[src/rtl/div_pkg.sv]
// Shared definitions for the sequential restoring divider: operand width,
// iteration count and controller state encoding.
package div_pkg;

  localparam int DIV_WIDTH = 8;
  localparam int DIV_ITER  = 8;
  localparam int CNT_W     = $clog2(DIV_ITER);

  typedef enum logic [1:0] {
    IDLE = 2'd0,
    RUN  = 2'd1,
    DONE = 2'd2
  } div_state_t;

endpackage

[src/rtl/subtractor_8bit.sv]
// 8-bit ripple subtractor computing numberA - numberB as A + ~B + 1.
// cout = 1 means no borrow (numberA >= numberB).
module subtractor_8bit (
  input  logic [7:0] numberA,
  input  logic [7:0] numberB,
  output logic [7:0] result,
  output logic       cout
);

  logic [8:0] carry;
  logic [7:0] nb;

  assign nb       = ~numberB;
  assign carry[0] = 1'b1;

  for (genvar i = 0; i < 8; i++) begin : g_fa
    assign result[i]  = numberA[i] ^ nb[i] ^ carry[i];
    assign carry[i+1] = (numberA[i] & nb[i]) | (numberA[i] & carry[i]) | (nb[i] & carry[i]);
  end

  assign cout = carry[8];

endmodule

[src/rtl/divider_seq_ctrl.sv]
// 8-bit unsigned restoring divider, one quotient bit per clock, valid/ready on
// both sides. Define DIVIDER_DBZ_EN to short-circuit a zero divisor into DONE.
module divider_seq_ctrl
  import div_pkg::*;
#(
  parameter int WIDTH = DIV_WIDTH
) (
  input  logic             clk,
  input  logic             rst_n,
  input  logic             inValid,
  output logic             inReady,
  input  logic [WIDTH-1:0] dividend,
  input  logic [WIDTH-1:0] divisor,
  output logic             outValid,
  input  logic             outReady,
  output logic [WIDTH-1:0] quotient,
  output logic [WIDTH-1:0] remainder,
  output logic             divZero,
  output logic             busy
);

  div_state_t       state, state_nxt;
  logic [WIDTH-1:0] q, r, d;
  logic [CNT_W-1:0] cnt;

  logic             msb, cout, take, accept, consume, last_iter, dz_start;
  logic [WIDTH-1:0] s, diff;

  // The bit leaving R stands for 256; if set, the subtraction always fits.
  assign {msb, s} = {r, q[WIDTH-1]};

  subtractor_8bit u_sub (
    .numberA (s),
    .numberB (d),
    .result  (diff),
    .cout    (cout)
  );

  assign take      = msb | cout;
  assign accept    = inValid & inReady;
  assign consume   = outValid & outReady;
  assign last_iter = (cnt == CNT_W'(DIV_ITER - 1));

`ifdef DIVIDER_DBZ_EN
  logic dz_q;

  assign dz_start = (divisor == '0);
  assign divZero  = dz_q;

  always_ff @(posedge clk or negedge rst_n) begin
    if (!rst_n)       dz_q <= 1'b0;
    else if (accept)  dz_q <= dz_start;
    else if (consume) dz_q <= 1'b0;
  end
`else
  assign dz_start = 1'b0;
  assign divZero  = 1'b0;
`endif

  // NOTE: sequential state uses non-blocking assignments so every register
  // samples pre-edge values regardless of process ordering.
  always_ff @(posedge clk or negedge rst_n) begin
    if (!rst_n) state <= IDLE;
    else        state <= state_nxt;
  end

  // NOTE: every output of this block gets a default first, so no path can
  // leave a signal unassigned and infer a latch.
  always_comb begin
    state_nxt = state;
    inReady   = 1'b0;
    outValid  = 1'b0;
    busy      = 1'b0;
    case (state)
      IDLE: begin
        inReady = 1'b1;
        if (inValid) state_nxt = dz_start ? DONE : RUN;
      end
      RUN: begin
        busy = 1'b1;
        if (last_iter) state_nxt = DONE;
      end
      DONE: begin
        outValid = 1'b1;
        if (outReady) state_nxt = IDLE;
      end
      default: state_nxt = IDLE;
    endcase
  end

  always_ff @(posedge clk or negedge rst_n) begin
    if (!rst_n) begin
      q   <= '0;
      r   <= '0;
      d   <= '0;
      cnt <= '0;
    end else if (accept) begin
      // A zero-divisor short cut loads the same result the iterations would produce.
      q   <= dz_start ? '1 : dividend;
      r   <= dz_start ? dividend : '0;
      d   <= divisor;
      cnt <= '0;
    end else if (state == RUN) begin
      r   <= take ? diff : s;
      q   <= {q[WIDTH-2:0], take};
      cnt <= cnt + 1'b1;
    end
  end

  assign quotient  = q;
  assign remainder = r;

endmodule
[config.mk]
export PLATFORM = sky130hd
export DESIGN_NAME = divider_seq_ctrl
export DESIGN_NICKNAME = d
export VERILOG_FILES = /design/src/rtl/div_pkg.sv /design/src/rtl/subtractor_8bit.sv /design/src/rtl/divider_seq_ctrl.sv
export SDC_FILE = /design/constraint.sdc
export NUM_CORES = 1
export LEC_CHECK = 0
export BUFFER_PORTS_ARGS = -buffer_cell sky130_fd_sc_hd__buf_2
export CAP_MARGIN = 20
export CORE_MARGIN = 2
export CORE_UTILIZATION = 52
export DETAILED_ROUTE_END_ITERATION = 10
export PLACE_DENSITY = 0.89
export SLEW_MARGIN = 0
export SYNTH_ARGS = -nofsm -noshare
export SYNTH_HDL_FRONTEND = slang
export SYNTH_SLANG_ARGS = --single-unit
[constraint.sdc]
create_clock -name clk -period 4.6 [get_ports clk]
set_input_delay 0.46 -clock clk [delete_from_list [all_inputs] [get_ports clk]]
set_output_delay 0.46 -clock clk [all_outputs]
set_load 0.005 [all_outputs]
==> impl_metrics.tcl, run 1 <==
set metrics [dict create \
    cts_sinks 29 \
    cts.repair.resized 0 \
    gp_congestion 0.869 \
    area_delta_synth_final_pct 16.2 \
    worstPathMaxFanout 10 \
    fmax_ghz 0.241 \
    min_path_type "input pin to asynchronous set/reset pin" \
    insertion_delay_ns 0.33 \
    synth_edf_count 0 \
    ir_drop_mv 0.515 \
    max_slew_margin_pct 50.7 \
    grt_max_degree 30 \
    synth_ff_type "dfrtp_1" \
    yosys.area.top_type "dfrtp_1" \
    post-dp-hpwl_mm 2.37 \
    die_x_um 57.9 \
    setup_viol 0 \
    h-tree-depth 2 \
    num_rows 19 \
    drc 0 \
    port_buffers 38 \
    p_int_uw 830 \
    async_reset_ff_share_pct 100 \
    drt-wirelength-per-cell_um 15.8 \
    crit_arrival_ns 4.38 \
    pwr-share-seq_pct 36.0 \
    final_area_mm2 0.00175 \
    dr.pass1.iters 4 \
    num_vias 1237 \
    antenna_found_initial 0 \
    drive_above_1_share_pct 31.5 \
    hold_viol 0 \
    placedInstanceArea_mm2 0.00168 \
    crit_path_start_kind "register" \
    ys_types 25 \
    syn_area_mm2 0.00151 \
    cts.reportedPaths.clkPinSlew_ns 0.10 \
    synthCells 145 \
    netSwitchingFraction_pct 43.4 \
    core_mm2 0.00276 \
    drt_first_iter_violations 62 \
    tritoncts "done" \
    rsz0062_at_grt "false" \
    grt_pass1_wl_mm 5.50 \
    vias_per_cell 5.83 \
    postRouteAntennaNets 0 \
    routed_wl_mm 3.36 \
    ys_seq_elements 29 \
    fin_crit_sh_pct 90.1 \
    cts_made_buffers 5 \
    ys_warn_count 0 \
    antenna_cells 0 \
    worst_pin_slew_ns 0.737 \
    clockPowerShare_pct 12.3 \
    post-route-min-period_ns 4.14 \
    clockBufferDepth 2 \
    total_power_mw 1.47 \
    report.final.slew_viol_count 0 \
    syn_avg_cell_area_um2 10.4 \
    critical_path_class "register to register" \
    ys_top_cells_by_count "29 x dfrtp_1, 25 x o21ai_0, 20 x nand2_1" \
    start_util_pct 54.7 \
    yosys.cell_count.top_type "dfrtp_1" \
    hold_buffers 0 \
    dieArea_mm2 0.00335 \
    grt_pass1_vias 1225 \
    grt_use_total_pct 22.4 \
    cap_viol_max_count 0 \
    final_util_pct 63.6 \
    p_sw_uw 637 \
    fp.dieH_um 57.9 \
    synth_nets 175 \
    p_per_area_mw_per_mm2 837 \
    cts-root-buf "clkbuf_4" \
    ios 40 \
    status "completed" \
    post-cts-setup-buffers 0 \
    ys_seq_area_share_pct 48.1 \
    layout.nets 210 \
    skew_ns 0.0108 \
    grt_overflow 0 \
    power_frac_comb_pct 51.7 \
    cp_data_required_time_ns 4.83 \
    synth.top_cell.area_share_pct 48.1 \
    cp-end-kind "register" \
    leakagePower_nw 0.840 \
    synth_area_leaders "dfrtp_1 48%, fa_1 9.3%, o21ai_0 8.3%" \
    fin_setup_tns_ns 0 \
]
## routing by layer
metal / GRT usage (%) / routed length (um) / up-vias
li1: - / - / 563
met1: 27.0 / 1380 / 613
met2: 37.3 / 1740 / 50
met3: 8.26 / 177 / 11
met4: 7.64 / 65 / 0
met5: 0 / 0 / -
## placed cells by master (no fill, tap or decap), drive strengths merged
cell type	count
fa	7
a22o	1
a22oi	9
nand2b	1
o21bai	2
nor3	1
a2bb2oi	1
ha	3
buf	38
inv	13
mux2	8
o21ai	25
nor2b	2
dfrtp	29
o22ai	8
clkbuf	7
or2	1
conb	1
nand2	20
a21oi	1
clkinv	1
nor2	2
## worst max-delay path, cell delays in order, from the launching register on
cell and delay (ns):
dfrtp_1 0.40, inv_1 0.06, ha_1 0.21, fa_1 0.40
fa_1 0.39, fa_1 0.38, fa_1 0.38, fa_1 0.41
fa_1 0.38, inv_1 0.08, fa_1 0.33, or2_1 0.29
a22oi_1 0.11, o21ai_0 0.22
## registers in the layout, indices dropped and copies added, names as in the netlist
name       cells
remainder      8
d              8
cnt            3
quotient       8
state          2
## through the flow
stage / cells / hold WS [ns] / worst slack (ns)
after detailed placement: 204 / 0.498 / 0.502
after floorplan: 145 / 0.164 / 0.819
final: 212 / 0.139 / 0.455
after global routing: 212 / 0.180 / 0.239
after CTS: 212 / 0.159 / 0.433
after global placement: 204 / 0.482 / 0.740
## power by group through the flow
stage	clock [mW]	sequential, mW	combinational, mW
floorplan	0	0.490	0.541
global placement	0	0.520	0.678
detailed placement	0	0.531	0.751
CTS	0.181	0.525	0.761
global route	0.193	0.548	0.865
finish	0.180	0.528	0.759
## cell type report
cell class / instances / area (um^2)
Timing Repair Buffer: 38 / 190
Inverter: 13 / 48.8
Clock buffer: 7 / 65.1
Sequential cell: 29 / 726
Fill cell: 215 / 1000
Clock inverter: 1 / 5.00
Tap cell: 31 / 38.8
Multi-Input combinational cell: 93 / 679
## final timing paths
path	from	end	slack (ns)	cells past startpoint
hold / removal	rst_n	quotient[5]	0.14	1
hold reg to reg	d[7]	d[7]	0.51	1
min in group clk	divisor[1]	d[1]	0.35	2
setup reg to reg	quotient[7]	quotient[0]	0.46	13
setup / recovery	quotient[7]	quotient[0]	0.46	13
max in group asynchronous	rst_n	remainder[6]	4.03	1
## kinds of logic (layout without fill, tap and decap cells)
logic type / after synthesis / after routing / share of synthesized area, %
compound gates: 47 / 47 / 18.8
fa+ha+maj: 10 / 10 / 11.8
buf+inv: 23 / 59 / 6.88
flops: 29 / 29 / 48.1
mux: 8 / 8 / 5.97
other cells: 1 / 1 / 0.249
simple gates: 27 / 27 / 8.21
(Power assumes the default switching activity.)
==> run 2, diff against run 1 <==
- BUFFER_PORTS_ARGS: -buffer_cell sky130_fd_sc_hd__buf_2 -> -buffer_cell sky130_fd_sc_hd__clkbuf_2
- clock period: 4.6 -> 4.7 ns (I/O delays scaled with it)
==> run 2 against run 1 <==
Final area decreased by 0.86%. Highest routed layer unchanged. Sequential power decreased by 1%. Combinational power decreased by 3.4%. First-iteration DRC count decreased by 19%. Non-clock buffer count unchanged. Global-route usage increased by 0.35 points. Critical path depth unchanged. Wire length decreased by 0.63%. Die area unchanged. Core utilization decreased by 0.54 points.
==> impl_metrics.tcl, run 2 (synthesized netlist as in run 1, its figures left out) <==
set metrics [dict create \
    status "completed" \
    drive_above_1_share_pct 30.6 \
    fin_crit_sh_pct 89.1 \
    grt_use_total_pct 22.8 \
    dr.pass1.iters 4 \
    cp_data_required_time_ns 4.93 \
    post-dp-hpwl_mm 2.40 \
    power_frac_comb_pct 52.1 \
    min_path_type "input pin to asynchronous set/reset pin" \
    drt-wirelength-per-cell_um 15.8 \
    drc 0 \
    fmax_ghz 0.239 \
    layout.nets 210 \
    h-tree-depth 2 \
    cts.repair.resized 0 \
    setup_viol 0 \
    p_int_uw 791 \
    hold_viol 0 \
    post-route-min-period_ns 4.19 \
    cts_sinks 29 \
    insertion_delay_ns 0.33 \
    leakagePower_nw 0.833 \
    skew_ns 0.00704 \
    crit_path_start_kind "register" \
    cts-root-buf "clkbuf_4" \
    num_vias 1225 \
    port_buffers 38 \
    postRouteAntennaNets 0 \
    worstPathMaxFanout 10 \
    antenna_cells 0 \
    report.final.slew_viol_count 0 \
    worst_pin_slew_ns 0.755 \
    start_util_pct 54.7 \
    grt_overflow 0 \
    grt_max_degree 30 \
    post-cts-setup-buffers 0 \
    die_x_um 57.9 \
    clockBufferDepth 2 \
    antenna_found_initial 0 \
    grt_pass1_wl_mm 5.49 \
    cts.reportedPaths.clkPinSlew_ns 0.09 \
    p_per_area_mw_per_mm2 809 \
    vias_per_cell 5.81 \
    num_rows 19 \
    clockPowerShare_pct 10.8 \
    grt_pass1_vias 1188 \
    layout_commonest_cell "clkbuf_2" \
    core_mm2 0.00276 \
    cts_made_buffers 5 \
    ir_drop_mv 0.564 \
    crit_arrival_ns 4.42 \
    cp-end-kind "register" \
    total_power_mw 1.41 \
    mostFrequentLayoutCells "38 x clkbuf_2, 29 x dfrtp_1, 25 x o21ai_0" \
    ios 40 \
    gp_congestion 0.866 \
    area_delta_synth_final_pct 15.2 \
    rsz0062_at_grt "false" \
    tritoncts "done" \
    routed_wl_mm 3.33 \
    drt_first_iter_violations 50 \
    netSwitchingFraction_pct 43.7 \
    hold_buffers 0 \
    pwr-share-seq_pct 37.0 \
    fin_setup_tns_ns 0 \
    fp.dieH_um 57.9 \
    dieArea_mm2 0.00335 \
    max_slew_margin_pct 49.5 \
    p_sw_uw 614 \
    cap_viol_max_count 0 \
    critical_path_class "register to register" \
]
run 2: changes by cell type in the layout (fill, tap and decap cells not counted):
cell / previous run / this run
clkinv_2: 1 / 0
clkbuf_2: 0 / 38
buf_2: 38 / 0
clkbuf_8: 2 / 1
clkbuf_1: 0 / 1
run 2: worst paths after layout:
| path | start | end | slack (ns) | depth (start not counted) |
|---|---|---|---|---|
| min in group clk | divisor[4] | d[4] | 0.37 | 2 |
| min | rst_n | quotient[0] | 0.18 | 1 |
| max | quotient[7] | remainder[1] | 0.51 | 13 |
| min reg2reg | quotient[4] | quotient[4] | 0.52 | 2 |
| max in group asynchronous | rst_n | remainder[2] | 4.06 | 1 |
| max reg2reg | quotient[7] | remainder[1] | 0.51 | 13 |
run 2: area by class of cell:
| class | instances | area [um^2] |
|---|---|---|
| Sequential cell | 29 | 726 |
| Tap cell | 31 | 38.8 |
| Multi-Input combinational cell | 93 | 679 |
| Clock buffer | 7 | 55.1 |
| Timing Repair Buffer | 38 | 190 |
| Inverter | 13 | 48.8 |
| Fill cell | 217 | 1020 |
run 2: metrics by stage:
stage | std cells | utilization (%) | setup slack, ns | cell area [um^2] | hold WS, ns
after global routing | 211 | 63.0 | 0.289 | 1740 | 0.219
final | 211 | 63.0 | 0.512 | 1740 | 0.179
after global placement | 204 | 61.0 | 0.831 | 1680 | 0.487
after CTS | 211 | 63.0 | 0.547 | 1740 | 0.202
after floorplan | 145 | - | 0.919 | 1510 | 0.174
after detailed placement | 204 | 61.0 | 0.562 | 1680 | 0.499
run 2: worst max-delay path: stages, from the launching register on:
cell     delay, ns
dfrtp_1       0.41
inv_1         0.06
ha_1          0.21
fa_1          0.40
fa_1          0.41
fa_1          0.42
fa_1          0.40
fa_1          0.39
fa_1          0.37
inv_1         0.07
fa_1          0.34
or2_1         0.29
o21ai_0       0.15
o22ai_1       0.16
run 2: metal layers:
metal	routed length [um]	part of all wire, %	track usage [%]	up-vias
met4	100	3.0	9.97	0
met1	1310	39	27.2	600
met5	0	0	0	-
met2	1720	51	37.5	51
met3	207	6.2	7.81	12
li1	-	-	-	562
run 2: power by group through the flow:
stage	Clock [mW]	Sequential, mW	Combinational (mW)
final	0.152	0.521	0.733
after global routing	0.166	0.540	0.829
after CTS	0.155	0.518	0.733
after detailed placement	0	0.523	0.729
after global placement	0	0.512	0.662
after floorplan	0	0.480	0.529
